$ cat config.mk
export PLATFORM = sky130hd
export DESIGN_NAME = nv_nvdla_cacc_grp_reg
export DESIGN_NICKNAME = d
export VERILOG_FILES = /design/src/rtl/nv_nvdla_cacc_grp_reg.sv
export SDC_FILE = /design/constraint.sdc
export NUM_CORES = 1
export LEC_CHECK = 0
export CAP_MARGIN = 10
export CORE_MARGIN = 4
export CORE_UTILIZATION = 23
export DETAILED_ROUTE_END_ITERATION = 10
export PLACE_DENSITY = 0.4
export SLEW_MARGIN = 20
export SYNTH_ARGS = -nofsm -noshare
export SYNTH_HDL_FRONTEND = slang
export SYNTH_SLANG_ARGS = --single-unit
export TNS_END_PERCENT = 1
$ cat constraint.sdc
create_clock -name nvdla_core_clk -period 5.7 [get_ports nvdla_core_clk]
set_input_delay 1.14 -clock nvdla_core_clk [delete_from_list [all_inputs] [get_ports nvdla_core_clk]]
set_output_delay 1.14 -clock nvdla_core_clk [all_outputs]
set_load 0.01 [all_outputs]
$ cat src/rtl/nv_nvdla_cacc_grp_reg.sv
`default_nettype none
// +--------------------------------------------------------------------------+
// | nv_nvdla_cacc_grp_reg: N-group CACC layer registers, round-robin consumer |
// | Option NVDLA_CACC_SAT_ACCUM_EN: SAT accumulates (saturating) per op.      |
// | Revision: 1.0                                                             |
// +--------------------------------------------------------------------------+
module nv_nvdla_cacc_grp_reg #(
  parameter int NUM_GROUPS = 2,
  parameter int PTR_W      = 1,
  parameter int CH_W       = 13
) (
  input  logic              nvdla_core_clk,
  input  logic              nvdla_core_rstn,
  input  logic [11:0]       reg_offset,
  input  logic              reg_wr_en,
  input  logic [31:0]       reg_wr_data,
  output logic [31:0]       reg_rd_data,
  input  logic              dp_op_done,
  input  logic [31:0]       sat_count,
  output logic              op_en,
  output logic [PTR_W-1:0]  consumer,
  output logic              done_intr,
  output logic [PTR_W-1:0]  done_grp,
  output logic              conv_mode,
  output logic [1:0]        proc_precision,
  output logic [CH_W-1:0]   dataout_width,
  output logic [CH_W-1:0]   dataout_height,
  output logic [CH_W-1:0]   dataout_channel,
  output logic [26:0]       dataout_addr,
  output logic [4:0]        batches,
  output logic [23:0]       line_stride,
  output logic [23:0]       surf_stride,
  output logic              line_packed,
  output logic              surf_packed,
  output logic [4:0]        clip_truncate,
  output logic [31:0]       cya
);

  localparam logic [11:0] c_ofs_pointer   = 12'h000;
  localparam logic [11:0] c_ofs_status    = 12'h004;
  localparam logic [11:0] c_ofs_op_enable = 12'h008;
  localparam logic [11:0] c_ofs_misc      = 12'h00c;
  localparam logic [11:0] c_ofs_size_0    = 12'h010;
  localparam logic [11:0] c_ofs_size_1    = 12'h014;
  localparam logic [11:0] c_ofs_addr      = 12'h018;
  localparam logic [11:0] c_ofs_batch     = 12'h01c;
  localparam logic [11:0] c_ofs_line_str  = 12'h020;
  localparam logic [11:0] c_ofs_surf_str  = 12'h024;
  localparam logic [11:0] c_ofs_map       = 12'h028;
  localparam logic [11:0] c_ofs_clip      = 12'h02c;
  localparam logic [11:0] c_ofs_sat       = 12'h030;
  localparam logic [11:0] c_ofs_cya       = 12'h034;

  typedef enum logic [1:0] {
    ST_IDLE = 2'd0,
    ST_PEND = 2'd1,
    ST_RUN  = 2'd2
  } grp_state_t;

  typedef struct packed {
    logic            conv_mode;
    logic [1:0]      precision;
    logic [CH_W-1:0] width;
    logic [CH_W-1:0] height;
    logic [CH_W-1:0] channel;
    logic [26:0]     addr;
    logic [4:0]      batches;
    logic [23:0]     line_stride;
    logic [23:0]     surf_stride;
    logic            line_packed;
    logic            surf_packed;
    logic [4:0]      clip;
    logic [31:0]     cya;
  } grp_cfg_t;

  logic [PTR_W-1:0] r_producer;
  logic [PTR_W-1:0] r_consumer;
  logic             r_op_en;
  logic             r_done_intr;
  logic [PTR_W-1:0] r_done_grp;
  logic             r_wr_err;

  logic                            w_grp_ofs;
  logic                            w_grp_wr;
  logic [NUM_GROUPS-1:0]           w_err_vec;
  logic [NUM_GROUPS-1:0]           w_done_vec;
  logic [NUM_GROUPS-1:0]           w_en_vec;
  logic [NUM_GROUPS-1:0][1:0]      w_grp_state;
  logic [NUM_GROUPS-1:0][31:0]     w_grp_sat;
  grp_cfg_t [NUM_GROUPS-1:0]       w_grp_cfg;
  logic                            w_done;
  logic [PTR_W-1:0]                w_ptr_raw;
  logic [PTR_W-1:0]                w_ptr_wrap;
  logic [PTR_W-1:0]                w_cons_next;
  grp_cfg_t                        w_p_cfg;
  logic [1:0]                      w_p_state;
  logic [31:0]                     w_p_sat;
  grp_cfg_t                        w_c_cfg;

  assign w_grp_ofs = (reg_offset >= c_ofs_op_enable) && (reg_offset <= c_ofs_cya) &&
                     (reg_offset[1:0] == 2'b00);
  assign w_grp_wr  = reg_wr_en && w_grp_ofs;
  assign w_done    = |w_done_vec;

  // Raw pointer is below 2*NUM_GROUPS, so one conditional subtract is a full modulo.
  assign w_ptr_raw   = reg_wr_data[PTR_W-1:0];
  assign w_ptr_wrap  = (int'(w_ptr_raw) >= NUM_GROUPS) ? (w_ptr_raw - PTR_W'(NUM_GROUPS)) : w_ptr_raw;
  assign w_cons_next = (r_consumer == PTR_W'(NUM_GROUPS - 1)) ? '0 : (r_consumer + PTR_W'(1));

  for (genvar g = 0; g < NUM_GROUPS; g++) begin : g_grp
    grp_state_t  r_state;
    grp_cfg_t    r_cfg;
    logic [31:0] r_sat;
    logic        w_sel;
    logic        w_cons;
    logic        w_wr;

    assign w_sel  = (r_producer == PTR_W'(g));
    assign w_cons = (r_consumer == PTR_W'(g));
    // Lock is judged on the pre-edge state, so a write racing a done is still dropped.
    assign w_wr          = w_grp_wr && w_sel && (r_state == ST_IDLE);
    assign w_err_vec[g]  = w_grp_wr && w_sel && (r_state != ST_IDLE);
    assign w_done_vec[g] = dp_op_done && w_cons && (r_state == ST_RUN);
    assign w_en_vec[g]   = w_cons && ((r_state == ST_PEND) || ((r_state == ST_RUN) && !dp_op_done));

    assign w_grp_state[g] = r_state;
    assign w_grp_cfg[g]   = r_cfg;
    assign w_grp_sat[g]   = r_sat;

`ifdef NVDLA_CACC_SAT_ACCUM_EN
    logic [32:0] w_sat_sum;
    assign w_sat_sum = {1'b0, r_sat} + {1'b0, sat_count};
`endif

    always_ff @(posedge nvdla_core_clk) begin
      if (!nvdla_core_rstn) begin
        r_state         <= ST_IDLE;
        r_cfg           <= '0;
        r_cfg.precision <= 2'b01;
        r_sat           <= '0;
      end else begin
        case (r_state)
          ST_IDLE: if (w_wr && (reg_offset == c_ofs_op_enable) && reg_wr_data[0]) r_state <= ST_PEND;
          ST_PEND: if (w_cons) r_state <= ST_RUN;
          ST_RUN:  if (w_done_vec[g]) r_state <= ST_IDLE;
          default: r_state <= ST_IDLE;
        endcase

        if (w_wr) begin
          case (reg_offset)
            c_ofs_misc: begin
              r_cfg.conv_mode <= reg_wr_data[0];
              r_cfg.precision <= reg_wr_data[13:12];
            end
            c_ofs_size_0: begin
              r_cfg.width  <= reg_wr_data[CH_W-1:0];
              r_cfg.height <= reg_wr_data[16 +: CH_W];
            end
            c_ofs_size_1:   r_cfg.channel     <= reg_wr_data[CH_W-1:0];
            c_ofs_addr:     r_cfg.addr        <= reg_wr_data[31:5];
            c_ofs_batch:    r_cfg.batches     <= reg_wr_data[4:0];
            c_ofs_line_str: r_cfg.line_stride <= reg_wr_data[23:0];
            c_ofs_surf_str: r_cfg.surf_stride <= reg_wr_data[23:0];
            c_ofs_map: begin
              r_cfg.line_packed <= reg_wr_data[0];
              r_cfg.surf_packed <= reg_wr_data[16];
            end
            c_ofs_clip:     r_cfg.clip        <= reg_wr_data[4:0];
            c_ofs_cya:      r_cfg.cya         <= reg_wr_data;
`ifdef NVDLA_CACC_SAT_ACCUM_EN
            c_ofs_sat:      r_sat             <= '0;
`endif
            default: ;
          endcase
        end

        if (w_done_vec[g]) begin
`ifdef NVDLA_CACC_SAT_ACCUM_EN
          r_sat <= w_sat_sum[32] ? 32'hffff_ffff : w_sat_sum[31:0];
`else
          r_sat <= sat_count;
`endif
        end
      end
    end
  end

  always_ff @(posedge nvdla_core_clk) begin
    if (!nvdla_core_rstn) begin
      r_producer  <= '0;
      r_consumer  <= '0;
      r_op_en     <= 1'b0;
      r_done_intr <= 1'b0;
      r_done_grp  <= '0;
      r_wr_err    <= 1'b0;
    end else begin
      if (reg_wr_en && (reg_offset == c_ofs_pointer)) r_producer <= w_ptr_wrap;
      if (w_done) begin
        r_consumer <= w_cons_next;
        r_done_grp <= r_consumer;
      end
      r_op_en     <= |w_en_vec;
      r_done_intr <= w_done;
      if (|w_err_vec) r_wr_err <= 1'b1;
      else if (reg_wr_en && (reg_offset == c_ofs_status) && reg_wr_data[31]) r_wr_err <= 1'b0;
    end
  end

  always_comb begin
    w_p_cfg   = '0;
    w_p_state = '0;
    w_p_sat   = '0;
    w_c_cfg   = '0;
    for (int g = 0; g < NUM_GROUPS; g++) begin
      if (r_producer == PTR_W'(g)) begin
        w_p_cfg   = w_grp_cfg[g];
        w_p_state = w_grp_state[g];
        w_p_sat   = w_grp_sat[g];
      end
      if (r_consumer == PTR_W'(g)) w_c_cfg = w_grp_cfg[g];
    end
  end

  always_comb begin
    reg_rd_data = '0;
    case (reg_offset)
      c_ofs_pointer: begin
        reg_rd_data[PTR_W-1:0]  = r_producer;
        reg_rd_data[16 +: PTR_W] = r_consumer;
      end
      c_ofs_status: begin
        for (int g = 0; g < NUM_GROUPS; g++) reg_rd_data[2*g +: 2] = w_grp_state[g];
        reg_rd_data[31] = r_wr_err;
      end
      c_ofs_op_enable: reg_rd_data[0] = (w_p_state != 2'd0);
      c_ofs_misc: begin
        reg_rd_data[0]     = w_p_cfg.conv_mode;
        reg_rd_data[13:12] = w_p_cfg.precision;
      end
      c_ofs_size_0: begin
        reg_rd_data[CH_W-1:0]  = w_p_cfg.width;
        reg_rd_data[16 +: CH_W] = w_p_cfg.height;
      end
      c_ofs_size_1:   reg_rd_data[CH_W-1:0] = w_p_cfg.channel;
      c_ofs_addr:     reg_rd_data[31:5]     = w_p_cfg.addr;
      c_ofs_batch:    reg_rd_data[4:0]      = w_p_cfg.batches;
      c_ofs_line_str: reg_rd_data[23:0]     = w_p_cfg.line_stride;
      c_ofs_surf_str: reg_rd_data[23:0]     = w_p_cfg.surf_stride;
      c_ofs_map: begin
        reg_rd_data[0]  = w_p_cfg.line_packed;
        reg_rd_data[16] = w_p_cfg.surf_packed;
      end
      c_ofs_clip:     reg_rd_data[4:0]      = w_p_cfg.clip;
      c_ofs_sat:      reg_rd_data           = w_p_sat;
      c_ofs_cya:      reg_rd_data           = w_p_cfg.cya;
      default:        reg_rd_data           = '0;
    endcase
  end

  assign op_en           = r_op_en;
  assign consumer        = r_consumer;
  assign done_intr       = r_done_intr;
  assign done_grp        = r_done_grp;
  assign conv_mode       = w_c_cfg.conv_mode;
  assign proc_precision  = w_c_cfg.precision;
  assign dataout_width   = w_c_cfg.width;
  assign dataout_height  = w_c_cfg.height;
  assign dataout_channel = w_c_cfg.channel;
  assign dataout_addr    = w_c_cfg.addr;
  assign batches         = w_c_cfg.batches;
  assign line_stride     = w_c_cfg.line_stride;
  assign surf_stride     = w_c_cfg.surf_stride;
  assign line_packed     = w_c_cfg.line_packed;
  assign surf_packed     = w_c_cfg.surf_packed;
  assign clip_truncate   = w_c_cfg.clip;
  assign cya             = w_c_cfg.cya;

endmodule
`default_nettype wire

# Word-level counts from Yosys, hierarchy flattened
# Cells that the tools add are included.
# word_totals
register_bits	396
elab_cells	151
# classes
bitwise_logic	2
n_eq_ne	23
muxes	27
n_addsub	1
n_reduce_logical	60
magnitude_cmp	2
# ops
operator	n
$mux W161	2
$eq A12 B6 Y1 const B	6
$pmux W7 S7	1
$eq A12 B5 Y1 const B	4
$pmux W7 S6	1
$reduce_and A2 Y1	20
$mux W32	1
$pmux W3 S9	1
$eq A12 B4 Y1 const B	2
$logic_and A1 B1 Y1	24
$pmux W1 S8	3
$pmux W5 S4	1
$pmux W2 S3	3
$mux W2	7
$pmux W1 S13	1
$eq A12 B3 Y1 const B	1
$ge A12 B4 Y1 const B	1
$le A12 B6 Y1 const B	1
$logic_not A12 Y1	1
$pmux W2 S5	1
$ne A2 B2 Y1 const B	4
$reduce_bool A2 Y1	4
$logic_not A2 Y1	3
$pmux W1 S6	1
other kinds (11)	21

# Logic depth before layout (Yosys ltp)
# depth
ltp_word	10
mapped_depth	9
depth_no_buf	5

# Worst setup path after synthesis
# Ideal clock, no wire load.
# synth_timing
kind	input to output
startpoint	input port reg_offset[0]
endpoint	output port reg_rd_data[11]
path_buffers	4
path_stages	9
arrival_ns	2.981
path_slack_ns	1.579
cell_sequence	buf_2 -> or4_1 -> buf_2 -> or3_1 -> buf_2 -> buf_2 -> o22ai_1 -> a211oi_1 -> o21ai_0
# synth_via
elab_chain_len	2
word_cells_on_any_way	8
classes_between	7 x eq/ne; 1 x mux
# synth_rtl
item	line_no	text
from (decl)	14	input logic [11:0] reg_offset,
$eq A12 B6 Y1 or $eq A12 B5 Y1 (tied branches)	226	case (reg_offset)
$pmux W7 S7 *	226	
to (decl)	17	output logic [31:0] reg_rd_data,
# Every way passes the cells marked *; elsewhere a longest branch is shown, timed or not.

# Worst setup path after layout
# layout_timing
startpoint	input port reg_offset[4]
endpoint	output port reg_rd_data[28]
# layout_via
elab_chain_len	2
word_cells_on_any_way	5
classes_between	4 x eq/ne; 1 x mux
# layout_rtl
item	line_no
$eq A12 B6 Y1 or $eq A12 B5 Y1 (tied branches)	226
$pmux W5 S4 *	226
# Marked as above.

==> results.txt <==
Core ar. = 83,800 um^2
IO Port Bufs = 276
CP arrival = 4.58 ns
Startpoint types = primary input
Switching power = 0.00145 W
Hold Crit Depth = 2
Number of synthesized flops with an enable pin = 0
Yosys warnings = 0
Slew @ Worst Pin = 1.06 ns
Slowest cell on the critical path = clkdlybuf4s50_1
Final period utilization = 1.00
Initial antenna violation count = 7
Die Ht = 299 um
Synthesized flop and latch total = 396
Total CTS buffers = 49
Post-CTS Setup Inserts = 0
CTS tree = done
H-Tree Depth = 2
Worst hold path type = register to register
Final WS setup = -0.0159 ns
Starting Density = 0.232
RR Endpoint = g_grp[1].r_cfg[145]
Fin cells = 3,485
Setup CP Type = primary input to output port
Combined buffer and inverter count along the critical path = 4
IO Count = 277
Seq/Total Area, Yosys = 0.407
Final Hold Viols = 0
CTS Root Cell = clkbuf_16
Gate power share = 0.036
Pin count of the biggest net entering global routing = 121
Vias = 16,958
Net Count, Synth = 2,166
Die Width = 299 um
Worst-skew pair later-pin latency = 0.60 ns
Slew Limit Fails = 0
R2R setup slack = 2.12 ns
Critical path, cell by cell = clkdlybuf4s50_1 > buf_4 > and2_0 > nand3_1 > nor3_1 > buf_4 > a221oi_1 > o21ai_0 > clkdlybuf4s50_1
Layout fillers = 8,891
Die area = 89,400 um^2
DRT iter0 DRCs = 1,199
Layout cells sized above 1 = 0.156
Clock power share = 0.517
Max Fanout on Critical Path = 20
Post-DRT Antenna Nets = 0
Area Growth Syn to Fin = 29.7%
Num rows = 106
CP max stage delay = 0.64 ns
WHS Endpoint = g_grp[0].r_sat[18]
Worst path required time = 4.56 ns
Detailed Routing Iterations Pass 1 = 5
Post-synthesis cell count = 2,086
Cell area power density = 245 nW/um^2
Vias in the first global route = 17,296
Most used DFF post-synth = dfxtp_1
Placed cells = 3,392
Failing checks = negative setup slack
Residual DRC = 0
Hpwl dp = 58,900 um
Max_slew headroom = 0.293
Max Fclk = 175 MHz
CP delay by family, top = buffers and inverters
Reg2Reg Launch Point = g_grp[1].w_sel
R2R cell count = 7
Nets@finish = 2,389
CTS Hold Buffers Added = 0
Async set-reset flop share out of synthesis = 0
Hold Crit Start = g_grp[0].r_sat[18]
Most frequent cells in the layout = nand2_1 (415), dfxtp_1 (394), mux2i_1 (354)
Power Total = 0.00620 W
Min cycle time layout = 5.72 ns
Syn Area/Cell = 9.34 um^2
Setup Skew = 0.0194 ns
First-pass GRT wire length = 123,000 um
DR vias/cell = 4.87
Most common cell after layout, fill and taps aside = nand2_1
RSZ-0062 raised after global routing = false
Gpl congestion = 0.848
Final WL = 86,300 um
Total GRT Usage = 0.186
Max Root-Sink Buffers = 3
P_int = 0.00475 W
Unique masters post-synth = 71
Outcome = finished, violations left
Max VDD drop = 0.178 mV
Switching portion of total power = 0.234
Endpoints failing setup = 1
Global route overflow = 0
Setup crit end kind = output port
Clock Pin Slew Worst Setup and Hold Paths = 0.06 ns
Sequential power share = 0.446
Leakage = 9.60 nW
Max-cap viol count = 0
Synthesized area = 19,500 um^2
Routed length per instance = 24.7 um
Place WS = 0.0186 ns
Clock sinks = 396
==> power groups by stage <==
stage | clock [W] | sequential [W] | combinational [W]
5_1_grt | 0.00340 | 0.00277 | 0.000240
2_1_floorplan | 0 | 0.00283 | 0.000102
3_5_place_dp | 0 | 0.00283 | 0.000226
4_1_cts | 0.00329 | 0.00277 | 0.000227
3_3_place_gp | 0 | 0.00283 | 0.000223
6_report | 0.00321 | 0.00277 | 0.000226
==> through the flow <==
stage	cell area [um^2]	hold WS (ns)	setup TNS (ns)	utilization
after global routing	25300	0.477	0	0.301
after floorplan	19500	0.440	0	-
after global placement	23600	0.450	0	0.282
final	25300	0.460	-0.0159	0.302
after CTS	25300	0.464	0	0.301
after detailed placement	23600	0.455	0	0.282
==> worst register-to-register path, stage by stage, from the launching register on <==
cell and delay (ns):
dfxtp_4 0.93, buf_12 0.44, nand2b_1 0.18, or2_2 0.37, nor3_4 0.40, nand2_2 0.51, buf_12 0.41, mux2i_1 0.17
==> state kept, by name (all words and copies together) (netlist names) <==
register,cells
g_grp.r_cfg,322
g_grp.r_sat,64
g_grp.r_state,4
consumer,1
done_grp,1
done_intr,1
g_grp.w_sel,1
op_en,1
r_wr_err,1
==> worst max path at each step <==
| stage | from | cells past startpoint | end |
|---|---|---|---|
| 6_report | reg_offset[4] | 9 | reg_rd_data[28] |
| 5_1_grt | reg_offset[2] | 8 | reg_rd_data[18] |
| 4_1_cts | reg_offset[2] | 6 | reg_rd_data[15] |
| 3_5_place_dp | reg_offset[2] | 6 | reg_rd_data[15] |
| 3_3_place_gp | reg_offset[4] | 9 | reg_rd_data[28] |
| 2_1_floorplan | reg_offset[0] | 9 | reg_rd_data[11] |
==> cell type report <==
type / count / area [um^2] / share of cell area
Tap cell: 1134 / 1420 / 0.0561
Sequential cell: 396 / 7940 / 0.314
Antenna cell: 3 / 7.51 / 0.000297
Multi-Input combinational cell: 1504 / 10800 / 0.427
Clock inverter: 8 / 75.1 / 0.00297
Clock buffer: 82 / 1560 / 0.0619
Timing Repair Buffer: 353 / 3470 / 0.137
Inverter: 5 / 18.8 / 0.000743
==> per-layer routing <==
metal | GRT usage | share of wire | vias up
met1 | 0.252 | 0.46 | 8370
met3 | 0.0398 | 0.060 | 140
li1 | - | - | 7926
met5 | 0 | 0.00087 | -
met2 | 0.298 | 0.45 | 512
met4 | 0.0561 | 0.031 | 10
==> synth_stat cells (8+ instances only) <==
cell	count	area (um^2)
nand4_1	11	68.8
nand2_1	415	1560
buf_2	38	190
a21boi_0	67	503
mux2_2	171	1930
o221ai_1	10	87.6
nand3_1	108	541
or3_1	11	68.8
clkbuf_1	119	447
mux2i_1	354	3540
nor3_1	8	40.0
a221oi_1	11	96.3
o22ai_1	44	275
dfxtp_1	396	7930
nor2_1	27	101
a21oi_1	15	75.1
o21ai_0	80	400
a22oi_1	15	113
o21ai_1	28	140
buf_1	13	48.8
==> cells by family after synthesis <==
family,synth area share
simple gates,0.153
buf+inv,0.0417
compound gates,0.111
mux,0.288
flops,0.407
==> repair_timing <==
| action | CTS | global route |
|---|---|---|
| resized for setup | 0 | 1 |
| endpoints found under the hold margin | 0 | 0 |
| endpoints found under the setup margin | 0 | 1 |
Power figures use the tool's default switching activity.
